$ cat config.mk
export PLATFORM = sky130hd
export DESIGN_NAME = vote_tally
export DESIGN_NICKNAME = d
export VERILOG_FILES = /design/src/rtl/vote_pkg.sv /design/src/rtl/sat_counter.sv /design/src/rtl/vote_tally.sv
export SDC_FILE = /design/constraint.sdc
export NUM_CORES = 1
export LEC_CHECK = 0
export BUFFER_PORTS_ARGS = -buffer_cell sky130_fd_sc_hd__buf_2
export CAP_MARGIN = 20
export CORE_ASPECT_RATIO = 1.2
export CORE_MARGIN = 2
export CORE_UTILIZATION = 45
export CTS_BUF_LIST = sky130_fd_sc_hd__clkbuf_8
export DETAILED_ROUTE_END_ITERATION = 10
export PLACE_DENSITY = 0.71
export REMOVE_ABC_BUFFERS = 1
export SETUP_SLACK_MARGIN = 0.2
export SYNTH_ARGS = -nofsm -noshare
export SYNTH_HDL_FRONTEND = slang
export SYNTH_SLANG_ARGS = --single-unit
export TNS_END_PERCENT = 20
$ cat constraint.sdc
create_clock -name clk -period 5.9 [get_ports clk]
set_clock_uncertainty 0.05 [all_clocks]
set_input_delay 1.18 -clock clk [delete_from_list [all_inputs] [get_ports clk]]
set_output_delay 1.18 -clock clk [all_outputs]
set_load 0.02 [all_outputs]
$ cat src/rtl/vote_pkg.sv
// Shared constants, FSM encoding and candidate-decode helpers for the vote tally block.
package vote_pkg;

  localparam int unsigned NUM_CAND    = 4;
  localparam int unsigned IDX_W       = $clog2(NUM_CAND);
  localparam int unsigned DEF_CNT_W   = 8;
  localparam int unsigned DEF_LOCKOUT = 16;
  localparam int unsigned LOCK_W      = 8;

  typedef enum logic {
    IDLE = 1'b0,
    LOCK = 1'b1
  } state_t;

  // A selection is legal only when exactly one candidate button is set.
  function automatic logic is_legal(input logic [NUM_CAND-1:0] cand);
    return ($countones(cand) == 1);
  endfunction

  function automatic logic [IDX_W-1:0] cand_idx(input logic [NUM_CAND-1:0] cand);
    logic [IDX_W-1:0] idx;
    idx = '0;
    for (int unsigned i = 0; i < NUM_CAND; i++) begin
      if (cand[i]) idx = i[IDX_W-1:0];
    end
    return idx;
  endfunction

endpackage

$ cat src/rtl/sat_counter.sv
// Saturating up-counter: increments on inc_i, holds at all-ones.
module sat_counter #(
  parameter int unsigned CNT_W = 8
) (
  input  logic             clk_i,
  input  logic             rst_ni,
  input  logic             inc_i,
  output logic [CNT_W-1:0] count_o
);

  logic [CNT_W-1:0] count_q, count_d;

  always_comb begin
    count_d = count_q;
    if (inc_i && (count_q != '1)) count_d = count_q + CNT_W'(1);
  end

  always_ff @(posedge clk_i or negedge rst_ni) begin
    if (!rst_ni) count_q <= '0;
    else         count_q <= count_d;
  end

  assign count_o = count_q;

endmodule

$ cat src/rtl/vote_tally.sv
// Four-candidate vote counter with post-vote lockout, running total and display readout.
module vote_tally
  import vote_pkg::*;
#(
  parameter int unsigned CNT_W   = DEF_CNT_W,
  parameter int unsigned LOCKOUT = DEF_LOCKOUT
) (
  input  logic                clk,
  input  logic                reset,
  input  logic                mode,
  input  logic                vote_logged,
  input  logic [NUM_CAND-1:0] candidate,
  output logic                vote_ok,
  output logic                vote_err,
  output logic                busy,
  output logic [CNT_W-1:0]    result,
  output logic                result_valid,
  output logic [CNT_W+1:0]    total
);

  localparam int unsigned     TOT_W     = CNT_W + 2;
  localparam logic [LOCK_W-1:0] LOCK_LOAD = LOCK_W'(LOCKOUT);

  state_t             state_q;
  logic [LOCK_W-1:0]  lock_q;
  logic               vote_ok_q, vote_err_q;
  logic [CNT_W-1:0]   result_q, result_d;
  logic               valid_q, valid_d;
  logic [TOT_W-1:0]   total_q, total_d;
  logic [CNT_W-1:0]   tally [NUM_CAND];
  logic               legal, accept;

  assign legal  = is_legal(candidate);
  assign accept = (state_q == IDLE) && vote_logged && !mode && legal;

  for (genvar g = 0; g < NUM_CAND; g++) begin : g_cand
    sat_counter #(.CNT_W(CNT_W)) u_cnt (
      .clk_i   (clk),
      .rst_ni  (reset),
      .inc_i   (accept && candidate[g]),
      .count_o (tally[g])
    );
  end

  // Presses in display mode are dropped silently in either state.
  always_ff @(posedge clk or negedge reset) begin
    if (!reset) begin
      state_q    <= IDLE;
      lock_q     <= '0;
      vote_ok_q  <= 1'b0;
      vote_err_q <= 1'b0;
    end else begin
      vote_ok_q  <= 1'b0;
      vote_err_q <= 1'b0;
      case (state_q)
        IDLE: begin
          if (vote_logged && !mode) begin
            if (legal) begin
              vote_ok_q <= 1'b1;
              lock_q    <= LOCK_LOAD;
              state_q   <= LOCK;
            end else begin
              vote_err_q <= 1'b1;
            end
          end
        end
        LOCK: begin
          if (vote_logged && !mode) vote_err_q <= 1'b1;
          lock_q <= lock_q - LOCK_W'(1);
          if (lock_q == LOCK_W'(1)) state_q <= IDLE;
        end
        default: state_q <= IDLE;
      endcase
    end
  end

  always_comb begin
    total_d = '0;
    for (int unsigned i = 0; i < NUM_CAND; i++) begin
      total_d = total_d + TOT_W'(tally[i]);
    end
  end

  always_comb begin
    result_d = '0;
    valid_d  = 1'b0;
    if (mode && legal) begin
      result_d = tally[cand_idx(candidate)];
      valid_d  = 1'b1;
    end
  end

  always_ff @(posedge clk or negedge reset) begin
    if (!reset) begin
      total_q  <= '0;
      result_q <= '0;
      valid_q  <= 1'b0;
    end else begin
      total_q  <= total_d;
      result_q <= result_d;
      valid_q  <= valid_d;
    end
  end

  assign vote_ok      = vote_ok_q;
  assign vote_err     = vote_err_q;
  assign busy         = (state_q == LOCK);
  assign result       = result_q;
  assign result_valid = valid_q;
  assign total        = total_q;

endmodule

# --- Word-level counts from Yosys, hierarchy flattened ---
# Index checks and enable logic that the tools add are counted.
totals:
  output_inout_bits: 22
  regBits: 62
  input_bits: 8
  word_cells: 69
classes:
  mux: 21
  n_reduce_logical: 15
  add_sub_neg: 11
  eq_ne: 8
  magnitude_cmp: 1
  n_bitwise: 2
ops:
  columns: ["op", "count"]
  rows:
  - ["8-bit 2-to-1 mux", 5]
  - ["8-bit by 1-bit adder with 8-bit output, second input constant", 4]
  - ["8-bit != test, second input constant", 4]
  - ["8-bit binary-select mux with 2-bit select", 1]
  - ["8-bit one-hot mux with 2 select lines", 1]
  - ["1-bit logical AND", 13]
  - ["10-bit by 8-bit adder with 10-bit output", 1]
  - ["9-bit by 8-bit adder with 10-bit output", 1]
  - ["8-bit by 8-bit adder with 9-bit output", 1]
  - ["1-bit 2-to-1 mux", 9]
  - ["8-bit by 1-bit == test with 1-bit output, second input constant", 1]
  - ["8-bit by 1-bit subtractor with 8-bit output, second input constant", 1]
  - ["2-bit 2-to-1 mux", 3]
  - ["1-bit by 1-bit adder with 2-bit output", 2]
  - ["1-bit one-hot mux with 2 select lines", 2]
  - ["2-bit by 2-bit adder with 3-bit output", 1]
  - ["3-bit by 1-bit == test with 1-bit output, second input constant", 1]
  - ["3-bit >= comparator, second input constant", 1]
  - ["2-bit inverter with 3-bit output", 1]
  - ["2-bit by 1-bit != test with 1-bit output, second input constant", 1]
  - ["2-bit != test, second input constant", 1]
  - ["2-bit AND reduction", 1]
  - ["1-bit zero test", 1]
  - ["1-bit inverter", 1]

# --- Depth between registers and ports, before layout ---
logic_depth:
  ltp_word: 10
  mapped_depth: 11
  mapped_depth_nobuf: 10

# --- Modules after synthesis ---
# Synthesis repeated with hierarchy kept, for this count alone.
unflattened:
  cells_unflattened: 356
  area_unflattened_um2: 3736.1
by_module_without_submodules:
  columns: ["mod", "cells_per_inst", "seq_area_each_um2", "instances", "area_each_um2"]
  rows:
  - ["vote_tally", 220, 750.7, 1, 2104.5]
  - ["sat_counter", 34, 200.2, 4, 407.9]

# --- Worst setup path after synthesis ---
# OpenSTA, ideal clock, no wires.
synth_timing:
  path_kind: "input -> register"
  from: "input port candidate[1]"
  to: "register g_cand[2].u_cnt.count_q[1]"
  required_ns: 5.725
  stages: 10
  path_buffers: 1
  path_slack_ns: 2.190
  setup_ns: 0.125
  t_arrival_ns: 3.535
  path_cell_list: "buf_2 -> inv_1 -> fa_1 -> inv_1 -> ha_1 -> ha_1 -> nor3b_4 -> nand3_2 -> a21oi_1 -> mux2_2"
synth_via:
  elab_chain_len: 6
synth_lines:
  columns: ["item", "line_no", "source"]
  rows:
  - ["start, declared", "vote_tally.sv:12", "input logic [NUM_CAND-1:0] candidate,"]
  - ["1-bit by 1-bit adder with 2-bit output (not written as such)", "vote_pkg.sv:17", "return ($countones(cand) == 1);"]
  - ["2-bit by 2-bit adder with 3-bit output (not written as such)", "vote_pkg.sv:17", null]
  - ["3-bit by 1-bit == test with 1-bit output", "vote_pkg.sv:17", null]
  - ["1-bit logical AND", "vote_tally.sv:34", "assign accept = (state_q == IDLE) && vote_logged && !mode && legal;"]
  - ["1-bit logical AND", "vote_tally.sv:40", ".inc_i (accept && candidate[g]),"]
  - ["1-bit logical AND", "sat_counter.sv:15", "if (inc_i && (count_q != '1)) count_d = count_q + CNT_W'(1);"]
  - ["end signal, assigned", "sat_counter.sv:20", "else count_q <= count_d;"]
  - ["end, declared", "sat_counter.sv:11", "logic [CNT_W-1:0] count_q, count_d;"]
# No other way between the ends.
# A chain may end at the register's enable or synchronous reset.

# --- Worst setup path in the final report ---
layout_timing:
  from: "input port candidate[1]"
  to: "register g_cand[3].u_cnt.count_q[1]"
layout_via:
  elab_chain_len: 6
layout_lines:
  columns: ["item", "line_no"]
  rows:
  - ["1-bit by 1-bit adder with 2-bit output (not written as such)", "vote_pkg.sv:17"]
  - ["2-bit by 2-bit adder with 3-bit output (not written as such)", "vote_pkg.sv:17"]
  - ["3-bit by 1-bit == test with 1-bit output", "vote_pkg.sv:17"]
  - ["1-bit logical AND", "vote_tally.sv:34"]
  - ["1-bit logical AND", "vote_tally.sv:40"]
  - ["1-bit logical AND", "sat_counter.sv:15"]
  - ["end signal, assigned", "sat_counter.sv:20"]
  - ["end, declared", "sat_counter.sv:11"]
# No other way between the ends.

==> metrics.yaml <==
drt_iter0_drc: 130
diodes: 0
cts_setup_buffers: 0
crit_family: "adder cells"
critPathArrivalTime_ps: 3900
first_global_vias: 2497
async_flop_share: 1.000
final_cells: 482
synth_adder_area_share: 0.1525
worst-path-max-fanout: 12
ys_types: 41
worst-setup-path-type: "in2reg"
r2r_setup_slack_ps: 2680
fin_util: 0.5262
cts_tree: "done"
numPortBuffers: 29
synthXorXnorAreaFrac: 0.07485
cts_max_path_buffers: 2
dpl.cell_count: 467
cts_inserted_buffers: 9
required_ps: 6080
rsz0062_at_grt: "false"
power_density_nw_per_um2: 344.3
fmax_mhz: 268.7
synth_warnings: 0
cts_root_buf: "clkbuf_8"
fin_crit_ps: 3722
num_vias: 2596
crit_buf_inv: 4
rows: 35
start_util: 0.4680
grt_max_degree: 63
reg2reg_depth: 10
syn_avg_cell_area_sq_um: 10.39
finalSetupViolCount: 0
drt-total-wl_um: 7344
cts_sinks: 62
cp-start-kind: "input port"
hold_viol: 0
max_slew_margin: 0.4906
endpoint_kind: "flip-flop"
final_nets: 428
power.switching_w: 0.0004966
whs_endpoint: "lock_q[7]"
timing.rr.end: "total[7]"
slew_viol_final: 0
grt_usage: 0.1821
hold_slack_ps: 438.7
peakVddDrop_mv: 0.1351
cts_resized: 0
dieArea_sq_um: 8797
muxShareOfSynthArea: 0.06761
min_path_cells: 1
ios: 30
yosys.area_share.simple: 0.1559
dp_hpwl_um: 5649
clk_pin_slew_ps: 70
p_comb_frac: 0.280
reg2reg_from: "g_cand[0].u_cnt.count_o[1]"
cp_slowest_stage_delay_ps: 510
area_growth_syn_to_layout_pct: 12.45
synth.area.top_cells: "dfrtp_1 43%, fa_1 9.4%, xnor2_1 6.0%"
critPathSlowestCell: "fa_1"
antenna_found_initial: 0
synth.top_cell.area_share: 0.4277
setup_ws_ps: 2178
cap_violations: 0
final.setup.tns_ps: 0
crit_top_cell: "inv_1"
yosysTopAreaCell: "dfrtp_1"
ys_seq_elements: 62
internal_power_w: 0.0009076
remaining_drc_errors: 0
grt_pass1_wl_um: 12080
vias_per_cell: 5.386
ys_seq_area_frac: 0.4277
synth-compound-area-share: 0.06106
fp.coreArea_sq_um: 7751
period_share: 0.6308
synth_edf_count: 0
min_path_type: "reg2reg"
overflow: 0
die_w_um: 85.96
synthesis.area_sq_um: 3627
drt_pass1_iterations: 5
p_leak_nw: 2.046
wl_per_cell_um: 15.24
synth_top_family_by_area: "simple AND/OR/NAND/NOR gates"
clkPwrFrac: 0.278
place.gp.congestion: 0.8841
synth-main-ff-cell: "dfrtp_1"
synthCells: 349
switching_share: 0.3537
clk_latency_ps: 350
worstPathCellList: "buf_2, inv_1, fa_1, inv_1, ha_1, ha_1, nor3b_4, nand2_2, inv_1, nand3_1, mux2_2"
drive_above_1_share: 0.1462
status: "finished clean"
seqPwrFrac: 0.442
cts_hold_buf: 0
ant_nets: 0
min-delay-start: "lock_q[7]"
place_ws_ps: 1840
htree_levels: 3
die_h_um: 102.4
worst_pin_slew_ps: 764.1
stage by stage:
stage | area [sq um] | total power [W]
2_1_floorplan | 3603 | 0.0008897
3_3_place_gp | 3871 | 0.001010
3_5_place_dp | 3871 | 0.001029
4_1_cts | 4079 | 0.001419
5_1_grt | 4079 | 0.001507
6_report | 4079 | 0.001404
worst max-delay path by stage:
stage                                 endpoint         start  depth (start not counted)  slack [ps]
floorplan           g_cand[3].u_cnt.count_o[1]  candidate[3]                         10        2400
global placement    g_cand[3].u_cnt.count_o[1]  candidate[1]                         11        1930
detailed placement  g_cand[3].u_cnt.count_o[1]  candidate[1]                         11        1840
CTS                 g_cand[3].u_cnt.count_o[1]  candidate[1]                         11        2200
global route        g_cand[3].u_cnt.count_o[1]  candidate[1]                         11        1990
finish              g_cand[3].u_cnt.count_o[1]  candidate[1]                         11        2180
routing by layer:
metal	share of wire	GRT usage	vias to the layer above
met5	0	0	-
met4	0.015	0.09280	0
met3	0.050	0.03716	13
met2	0.49	0.2928	83
met1	0.44	0.2335	1247
li1	-	-	1253
cells in the final DEF, fill, tap and decap left out, types with 4 or more instances in the layout:
cell	n
ha_1	17
clkbuf_8	12
nor3_1	8
dfrtp_1	62
mux2_2	4
mux2i_1	20
nand2_1	26
a21oi_1	10
and3_1	4
nor4_1	11
xnor2_1	25
nor2_1	19
buf_2	29
inv_1	51
o21ai_0	12
nand3_1	18
nand4_1	8
xor2_1	6
fa_1	17
Yosys cell counts (2+ instances only):
library cell  count
a2111oi_1         2
a21oi_1          10
and3_1            4
clkbuf_1          2
dfrtp_1          62
fa_1             17
ha_1             17
inv_1            51
mux2_2            4
mux2i_1          20
nand2_1          26
nand3_1          18
nand4_1           8
nor2_1           19
nor3_1            8
nor3b_4           2
nor4_1           11
nor4b_1           2
o211ai_1          3
o21ai_0          12
or3_1             2
xnor2_1          25
xor2_1            6
cell type report:
type,count,area [sq um]
Timing Repair Buffer,30,152.6
Multi-Input combinational cell,231,1857
Clock buffer,12,165.2
Inverter,52,195.2
Sequential cell,62,1551
Fill cell,679,3672
Clock inverter,3,42.54
Tap cell,92,115.1
kinds of logic after synthesis:
| kind of cell | count (synthesis) |
|---|---|
| buffers and inverters | 56 |
| AND/OR/NAND/NOR | 107 |
| XOR/XNOR | 31 |
| multiplexers | 24 |
| flip-flops | 62 |
| AO/OA/AOI/OAI | 35 |
| adder cells (fa/ha/maj) | 34 |
registers in the layout, indices dropped and copies added, names as in the netlist:
register,flops
busy,1
g_cand.u_cnt.count_o,32
lock_q,8
result,8
result_valid,1
total,10
vote_err,1
vote_ok,1
worst reg2reg max path: stages (launching register included):
cell      delay [ps]
dfrtp_1          480
inv_1            100
fa_1             540
inv_1             50
fa_1             450
ha_1             240
fa_1             400
a21o_1           200
a21oi_1          260
o211ai_1         160
xor2_1           160
power by group through the flow:
stage	Combinational (W)	Sequential [W]	Clock, W
2_1_floorplan	0.000252	0.000637	0
3_3_place_gp	0.000386	0.000623	0
3_5_place_dp	0.000402	0.000627	0
4_1_cts	0.000401	0.000621	0.000397
5_1_grt	0.000458	0.000634	0.000415
6_report	0.000393	0.000621	0.000390
No activity file was read; power rests on OpenSTA's default activity.
